--- src/rtl/gemm_tile_sequencer.sv ---
// Walks the m/n/k block-tiled GEMM loop, driving SRAM A/B read addresses and ReadLatency-delayed beat strobes; stall_i freezes issue and inserts bubbles.
// Optional GEMM_SEQ_PERF_CNT_EN adds a saturating 32-bit busy-cycle counter on perf_cycles_o.
module gemm_tile_sequencer #(
  parameter int AddrWidth     = 12,
  parameter int SizeAddrWidth = 8,
  parameter int ReadLatency   = 1
) (
  input  logic                     clk_i,
  input  logic                     rst_i,
  input  logic                     start_i,
  input  logic [SizeAddrWidth-1:0] M_size_i,
  input  logic [SizeAddrWidth-1:0] K_size_i,
  input  logic [SizeAddrWidth-1:0] N_size_i,
  input  logic                     stall_i,
  output logic [AddrWidth-1:0]     sram_a_addr_o,
  output logic [AddrWidth-1:0]     sram_b_addr_o,
  output logic                     data_valid_o,
  output logic                     first_k_o,
  output logic                     last_k_o,
  output logic [AddrWidth-1:0]     c_addr_o,
  output logic                     busy_o,
  output logic                     done_o
`ifdef GEMM_SEQ_PERF_CNT_EN
  ,
  output logic [31:0]              perf_cycles_o
`endif
);

  localparam logic [SizeAddrWidth-1:0] SizeOne   = SizeAddrWidth'(1);
  localparam logic [AddrWidth-1:0]     AddrOne   = AddrWidth'(1);
  localparam logic [2:0]               DrainLast = 3'(ReadLatency - 1);

  typedef enum logic [1:0] {
    IDLE  = 2'd0,
    RUN   = 2'd1,
    DRAIN = 2'd2,
    DONE  = 2'd3
  } state_t;

  typedef struct packed {
    logic                 vld;
    logic                 first;
    logic                 last;
    logic [AddrWidth-1:0] c_addr;
  } beat_t;

  state_t                   state;
  logic [SizeAddrWidth-1:0] m_lim, n_lim, k_lim;
  logic [SizeAddrWidth-1:0] m_cnt, n_cnt, k_cnt;
  logic [AddrWidth-1:0]     k_step;
  logic [AddrWidth-1:0]     a_base, b_base, c_cnt;
  logic [2:0]               drain_cnt;
  beat_t                    pipe [ReadLatency];
  beat_t                    beat_in;
  logic                     issue, k_last, n_last, m_last;

  always_comb begin
    issue   = (state == RUN) && !stall_i;
    k_last  = (k_cnt == k_lim - SizeOne);
    n_last  = (n_cnt == n_lim - SizeOne);
    m_last  = (m_cnt == m_lim - SizeOne);
    beat_in = '0;
    if (issue) begin
      beat_in.vld    = 1'b1;
      beat_in.first  = (k_cnt == '0);
      beat_in.last   = k_last;
      beat_in.c_addr = c_cnt;
    end
  end

  // Strobe delay line; non-issue cycles shift in bubbles so alignment with rdata holds.
  always_ff @(posedge clk_i or posedge rst_i) begin
    if (rst_i) begin
      for (int i = 0; i < ReadLatency; i++) pipe[i] <= '0;
    end else begin
      pipe[0] <= beat_in;
      for (int i = 1; i < ReadLatency; i++) pipe[i] <= pipe[i-1];
    end
  end

  assign data_valid_o = pipe[ReadLatency-1].vld;
  assign first_k_o    = pipe[ReadLatency-1].first;
  assign last_k_o     = pipe[ReadLatency-1].last;
  assign c_addr_o     = pipe[ReadLatency-1].c_addr;

  always_ff @(posedge clk_i or posedge rst_i) begin
    if (rst_i) begin
      state         <= IDLE;
      m_lim         <= '0;
      n_lim         <= '0;
      k_lim         <= '0;
      m_cnt         <= '0;
      n_cnt         <= '0;
      k_cnt         <= '0;
      k_step        <= '0;
      a_base        <= '0;
      b_base        <= '0;
      c_cnt         <= '0;
      drain_cnt     <= '0;
      sram_a_addr_o <= '0;
      sram_b_addr_o <= '0;
      busy_o        <= 1'b0;
      done_o        <= 1'b0;
    end else begin
      done_o <= 1'b0;
      case (state)
        IDLE: begin
          if (start_i) begin
            m_lim         <= M_size_i;
            n_lim         <= N_size_i;
            k_lim         <= K_size_i;
            k_step        <= AddrWidth'(K_size_i);
            m_cnt         <= '0;
            n_cnt         <= '0;
            k_cnt         <= '0;
            a_base        <= '0;
            b_base        <= '0;
            c_cnt         <= '0;
            sram_a_addr_o <= '0;
            sram_b_addr_o <= '0;
            busy_o        <= 1'b1;
            if ((M_size_i == '0) || (K_size_i == '0) || (N_size_i == '0)) state <= DONE;
            else                                                           state <= RUN;
          end
        end
        RUN: begin
          if (!stall_i) begin
            if (k_last && n_last && m_last) begin
              // Addresses stay parked on the final beat.
              drain_cnt <= '0;
              state     <= DRAIN;
            end else if (!k_last) begin
              k_cnt         <= k_cnt + SizeOne;
              sram_a_addr_o <= sram_a_addr_o + AddrOne;
              sram_b_addr_o <= sram_b_addr_o + AddrOne;
            end else begin
              k_cnt <= '0;
              c_cnt <= c_cnt + AddrOne;
              if (!n_last) begin
                n_cnt         <= n_cnt + SizeOne;
                b_base        <= b_base + k_step;
                sram_b_addr_o <= b_base + k_step;
                sram_a_addr_o <= a_base;
              end else begin
                n_cnt         <= '0;
                m_cnt         <= m_cnt + SizeOne;
                a_base        <= a_base + k_step;
                sram_a_addr_o <= a_base + k_step;
                b_base        <= '0;
                sram_b_addr_o <= '0;
              end
            end
          end
        end
        DRAIN: begin
          if (drain_cnt == DrainLast) state <= DONE;
          else                        drain_cnt <= drain_cnt + 3'd1;
        end
        DONE: begin
          done_o <= 1'b1;
          busy_o <= 1'b0;
          state  <= IDLE;
        end
        default: state <= IDLE;
      endcase
    end
  end

`ifdef GEMM_SEQ_PERF_CNT_EN
  always_ff @(posedge clk_i or posedge rst_i) begin
    if (rst_i) begin
      perf_cycles_o <= '0;
    end else if ((state == IDLE) && start_i) begin
      perf_cycles_o <= '0;
    end else if (busy_o && (perf_cycles_o != '1)) begin
      perf_cycles_o <= perf_cycles_o + 32'd1;
    end
  end
`endif

endmodule

--- config.mk ---
export PLATFORM = sky130hd
export DESIGN_NAME = gemm_tile_sequencer
export DESIGN_NICKNAME = d
export VERILOG_FILES = /design/src/rtl/gemm_tile_sequencer.sv
export SDC_FILE = /design/constraint.sdc
export NUM_CORES = 1
export LEC_CHECK = 0
export ABC_AREA = 0
export BUFFER_PORTS_ARGS = -buffer_cell sky130_fd_sc_hd__buf_2
export CAP_MARGIN = 25
export CORE_AREA = 4 4 95 187
export DETAILED_ROUTE_END_ITERATION = 6
export DIE_AREA = 0 0 99 191
export GPL_TIMING_DRIVEN = 0
export MAX_ROUTING_LAYER = met4
export PLACE_DENSITY_LB_ADDON = 0.08
export SLEW_MARGIN = 20
export SYNTH_ARGS = -nofsm -noshare
export SYNTH_HDL_FRONTEND = slang
export SYNTH_SLANG_ARGS = --single-unit
export TNS_END_PERCENT = 50
--- constraint.sdc ---
create_clock -name clk_i -period 4.4 [get_ports clk_i]
set_clock_uncertainty 0.2 [all_clocks]
set_input_delay 0.88 -clock clk_i [delete_from_list [all_inputs] [get_ports clk_i]]
set_output_delay 0.88 -clock clk_i [all_outputs]
set_load 0.02 [all_outputs]
Word level (Yosys, flattened, before mapping) --
Cells that the tools add are included. W data, S select, Z words.
Cells by class: multiplexer cells 52, $add $sub $neg 12, equality and inequality tests 14, reductions and logical operators 22
Operators with widths (number):
- $mux W12 | 18
- $pmux W12 S2 | 5
- $mux W8 | 12
- $pmux W8 S2 | 3
- $add A12 B1 Y12 const B | 3
- $logic_not A8 Y1 | 4
- $add A12 B8 Y12 | 2
- $add A8 B1 Y8 const B | 3
- $eq A8 B8 Y1 | 3
- $sub A8 B1 Y8 const B | 3
- $mux W15 | 1
- $ne A2 B2 Y1 const B | 7
- $reduce_and A4 Y1 | 3
- $mux W2 | 5
- $mux W3 | 3
- $pmux W2 S4 | 1
- $pmux W3 S2 | 1
- $reduce_and A6 Y1 | 1
- $reduce_bool A2 Y1 | 3
- $reduce_and A5 Y1 | 1
- $eq A2 B2 Y1 const B | 2
- $reduce_and A2 Y1 | 2
- $add A3 B1 Y3 const B | 1
- $logic_and A1 B1 Y1 | 3
- other kinds (8) | 10
Storage, ports and cells: output and inout port bits 41, register bits 130

Longest topological paths before layout --
depth in word-level cells 7, mapped depth 12, gate-level depth less buffers 9

Worst setup path before layout --
No wires, ideal clock.
kind reg2reg, start register, netlist name k_step[1], end register c_cnt[5], setup slack 1.018 ns, data required time 4.080 ns, cell stages (with the launch flop) 13, arrival time 3.062 ns, period minus slack after synthesis 3.382 ns, cells stage by stage dfrtp_1 > inv_1 > ha_1 > xor2_1 > o211ai_1 > or3_1 > clkbuf_1 > or3_1 > buf_2 > a311oi_4 > buf_2 > a211oi_1 > a31o_2
RTL lines:
- end signal, assigned | line 138 | c_cnt <= c_cnt + AddrOne;
- end, declared | line 51 | logic [AddrWidth-1:0] a_base, b_base, c_cnt;

Final worst setup path --
start register k_step[1], end register sram_b_addr_o[6]
Between the ends: word-level cells in the longest chain between the ends 6
Ends and longest elaborated chain:
- start, declared | line 50 | logic [AddrWidth-1:0] k_step;
- start signal, assigned | line 112 | k_step <= AddrWidth'(K_size_i);
- $sub A8 B1 Y8 or $add A12 B8 Y12 (tied branches)
- $eq A8 B8 Y1 or $mux W12 (tied branches)
- $mux W12 or $logic_and A1 B1 Y1 (tied branches) (2 in a row)
- $mux W12 or $ne A2 B2 Y1 (tied branches)
- $pmux W12 S2 or $reduce_and A4 Y1 (tied branches)
- end signal, assigned | line 135 | sram_b_addr_o <= sram_b_addr_o + AddrOne;
- end signal, assigned | line 142 | sram_b_addr_o <= b_base + k_step;
- end, declared | line 16 | output logic [AddrWidth-1:0] sram_b_addr_o,
Parallel ways exist; a longest one is shown, timed or not. The select of a mux whose other input is x is not followed. A chain may end at the register's enable or synchronous reset.

==> impl_results.rst <==
.. list-table::
   :header-rows: 1

   * - Metric
     - Value
   * - Power per cell area
     - 351 nW/um2
   * - Setup Fix Bufs, Post-CTS
     - 0
   * - Total Routed Length
     - 25,600 um
   * - Relative contribution of the clock network to total power
     - 0.449
   * - Fraction of post-synthesis cell area in the top cell type by area
     - 0.405
   * - Count of pins over their slew limit
     - 0
   * - Vias per cell
     - 6.45
   * - Worst-case hold slack
     - 310 ps
   * - Post-layout minimum cycle time
     - 4270 ps
   * - Nets
     - 1,003
   * - Count of fill cells added during filler insertion
     - 1,439
   * - Vertical extent of the die
     - 191 um
   * - # H-tree levels
     - 4
   * - Number of instances in the placed design
     - 1,125
   * - Cell count of the worst reg-to-reg path
     - 11
   * - Number of remaining DRC errors
     - 4
   * - Post-CTS Hold Buffers
     - 0
   * - Residual antenna-violating net count after detailed routing
     - 0
   * - Count of boundary I/O pins
     - 69
   * - Main area contributors after synthesis
     - dfrtp_1 (40%), ha_1 (5.1%), mux2_2 (4.1%)
   * - HPWL after detailed placement
     - 19,500 um
   * - Global-route usage over all layers
     - 0.283
   * - Number of global-route vias before repair
     - 7,726
   * - Switching share of total power
     - 0.279
   * - Setup repair after global routing missed its margin
     - no
   * - Power, Total
     - 3.28 mW
   * - Clock tree from TritonCTS
     - yes
   * - Via count of the routed design
     - 7,454
   * - Cell-internal power
     - 2.37 mW
   * - Worst-path maximum fanout
     - 10
   * - Most frequent cells in the layout
     - dfrtp_1 (130), buf_2 (77), nand2_1 (62)
   * - Worst setup path class
     - reg2reg
   * - Global-route wire length before repair
     - 40,600 um
   * - Register Area
     - 3250 um2
   * - Max Clock Freq
     - 234 MHz
   * - Share of layout cells above drive strength 1
     - 0.169
   * - Failing checks
     - design-rule violations
   * - LEAKAGE
     - 4.49 nW
   * - Required time at the endpoint of the critical path
     - 4490 ps
   * - Syn Inst Count
     - 847
   * - Net count after synthesis
     - 910
   * - Fraction of power consumed by sequential logic
     - 0.420
   * - Count of inserted antenna diode cells
     - 0
   * - Synth-to-layout area growth
     - 16.4%
   * - Leading cell type in the layout, fill and taps excluded
     - dfrtp_1
   * - Classification of the worst-slack hold path
     - in2async
   * - Number of port buffers
     - 68
   * - Number of hold-slack violations in the final timing report
     - 0
   * - Total Die Area
     - 18,900 um2
   * - Worst IR Drop VDD
     - 0.284 mV
   * - Yosys top cell by area
     - dfrtp_1
   * - Synthesized area per cell
     - 9.49 um2
   * - Maximum number of pins on one net before global-route repair
     - 36
   * - Worst relative slew slack
     - 0.404
   * - Overflow left after global routing
     - 0
   * - Worst reg-to-reg setup slack
     - 130 ps
   * - Final period util
     - 0.970
   * - Latest clock arrival within the worst-skew pair
     - 430 ps
   * - Cells resized by post-CTS repair
     - 0
   * - Synthesized cell area
     - 8040 um2
   * - Critical path arrival
     - 4360 ps
   * - Flip-flop and latch count after synthesis
     - 130
   * - Sequential-to-total area share from yosys stat
     - 0.405
   * - Cell at the root of the clock tree
     - clkbuf_16
   * - Startpoint types
     - register
   * - Global placement routability congestion
     - 0.984
   * - Syn. warnings
     - 0
   * - Endpoint class of the critical path
     - register
   * - Clock Tree Buf Depth
     - 2
   * - Total negative slack
     - 0 ps
   * - Async S/R FF share, synth
     - 1.00
   * - Die boundary width
     - 99 um
   * - Max-cap viol count
     - 0
   * - Worst-margin pin slew
     - 890 ps
   * - Post-synth EDFFs
     - 0
   * - Result of the run
     - complete, but fails checks
   * - Top_reg_cell synth
     - dfrtp_1
   * - Post-DP Area
     - 8750 um2
   * - Final standard cell area without fillers
     - 9350 um2
   * - Core footprint
     - 16,300 um2
   * - Number of antenna violations at the first check in global routing
     - 0
   * - Starting density of the core
     - 0.494
   * - Row count
     - 66
   * - Total CTS buffers
     - 17
   * - Setup crit end
     - sram_b_addr_o[6]$_DFFE_PP0P_
   * - Layout Cells excl Fill
     - 1,156
   * - Distinct cell type count after synthesis
     - 76
   * - Crit path from
     - k_step[1]$_DFFE_PP0P_
   * - Beginning of the worst register-to-register path
     - k_step[1]$_DFFE_PP0P_
   * - Number of design-rule violations left by the first detailed-router iteration
     - 424
   * - Gate power share
     - 0.131
   * - Number of optimization iterations in the first detailed-route pass
     - 7
   * - FF-to-FF End
     - sram_b_addr_o[6]$_DFFE_PP0P_
   * - CTS sink count
     - 130
   * - Clock transition at the register clock pins on the worst setup and hold paths after CTS
     - 60 ps
   * - Final setup vio count
     - 0
   * - Detailed-route wire length per cell
     - 22.1 um
   * - Psw
     - 0.917 mW
   * - Multi-input logic area
     - 4480 um2
## cells in the mapped netlist (all sizes together), types with 5 or more instances
| cell type | count |
|---|---|
| or3 | 12 |
| nand4 | 15 |
| clkbuf | 27 |
| xnor2 | 25 |
| mux2 | 29 |
| xor2 | 14 |
| a21o | 14 |
| nand3 | 54 |
| nor2 | 35 |
| o211ai | 11 |
| o22ai | 6 |
| buf | 15 |
| a2bb2oi | 6 |
| o2111ai | 7 |
| mux2i | 17 |
| a22o | 7 |
| nor4 | 20 |
| and2 | 14 |
| dfrtp | 130 |
| inv | 33 |
| a211oi | 12 |
| or4 | 8 |
| o31ai | 5 |
| nor2b | 8 |
| nor3 | 17 |
| nand2 | 62 |
| a21oi | 35 |
| nand2b | 12 |
| ha | 33 |
| o21ai | 49 |
| o21a | 6 |
| a211o | 6 |
| and3 | 15 |
| a31oi | 20 |
| o2bb2ai | 7 |
## per-layer routing
metal / share of wire / track usage / up-vias
li1: - / - / 3385
met1: 0.35 / 0.281 / 3672
met2: 0.54 / 0.510 / 288
met3: 0.039 / 0.0347 / 109
met4: 0.063 / 0.181 / 0
met5: 0 / - / -
## state kept, by name, indices dropped and copies added, names as in the netlist, 12 cells and up
name / count
a_base: 12
c_cnt: 12
sram_a_addr_o: 12
b_base: 12
sram_b_addr_o: 12
c_addr_o: 12
## worst min-delay path by stage
stage	slack, ps	to
2_1_floorplan	270	c_addr_o[11]$_DFF_PP0_
3_3_place_gp	290	b_base[4]$_DFFE_PP0P_
3_5_place_dp	300	c_addr_o[11]$_DFF_PP0_
4_1_cts	310	n_cnt[6]$_DFFE_PP0P_
5_1_grt	340	b_base[11]$_DFFE_PP0P_
6_report	310	sram_b_addr_o[5]$_DFFE_PP0P_
## layout make-up
class | count | share of cell area
Clock inverter | 10 | 0.0142
Sequential cell | 130 | 0.348
Clock buffer | 21 | 0.0503
Tap cell | 204 | 0.0273
Inverter | 34 | 0.0140
Timing Repair Buffer | 74 | 0.0471
Multi-Input combinational cell | 641 | 0.479
Buffer | 42 | 0.0199
## power by group through the flow
stage / Combinational [mW] / Sequential, mW / Clock (mW)
6_report: 0.429 / 1.38 / 1.48
2_1_floorplan: 0.212 / 1.44 / 0
5_1_grt: 0.462 / 1.39 / 1.54
3_3_place_gp: 0.403 / 1.39 / 0
4_1_cts: 0.427 / 1.38 / 1.50
3_5_place_dp: 0.425 / 1.40 / 0
## metrics by stage
| stage | setup slack, ps | util |
|---|---|---|
| after global placement | 269 | 0.531 |
| after CTS | 157 | 0.575 |
| after detailed placement | 188 | 0.538 |
| final | 132 | 0.575 |
| after global routing | 87.1 | 0.575 |
| after floorplan | 1020 | - |
## critical path: stages (launching register included)
cell and delay (ps):
dfrtp_1 570, inv_1 80, ha_1 310, xor2_1 170, o211ai_1 110, or3_1 370
clkbuf_1 180, nor4_1 710, nand4_1 640, clkbuf_1 440, a31oi_1 290, a21oi_1 70
## logic make-up (layout without fill, tap and decap cells)
group,after synthesis,after routing,synth area share
AO/OA/AOI/OAI,231,231,0.203
XOR/XNOR,39,39,0.0425
adder cells (fa/ha/maj),35,35,0.0563
buffers and inverters,76,181,0.0391
flip-flops,130,130,0.405
multiplexers,46,46,0.0618
AND/OR/NAND/NOR,290,290,0.193
(Power assumes the default switching activity.)
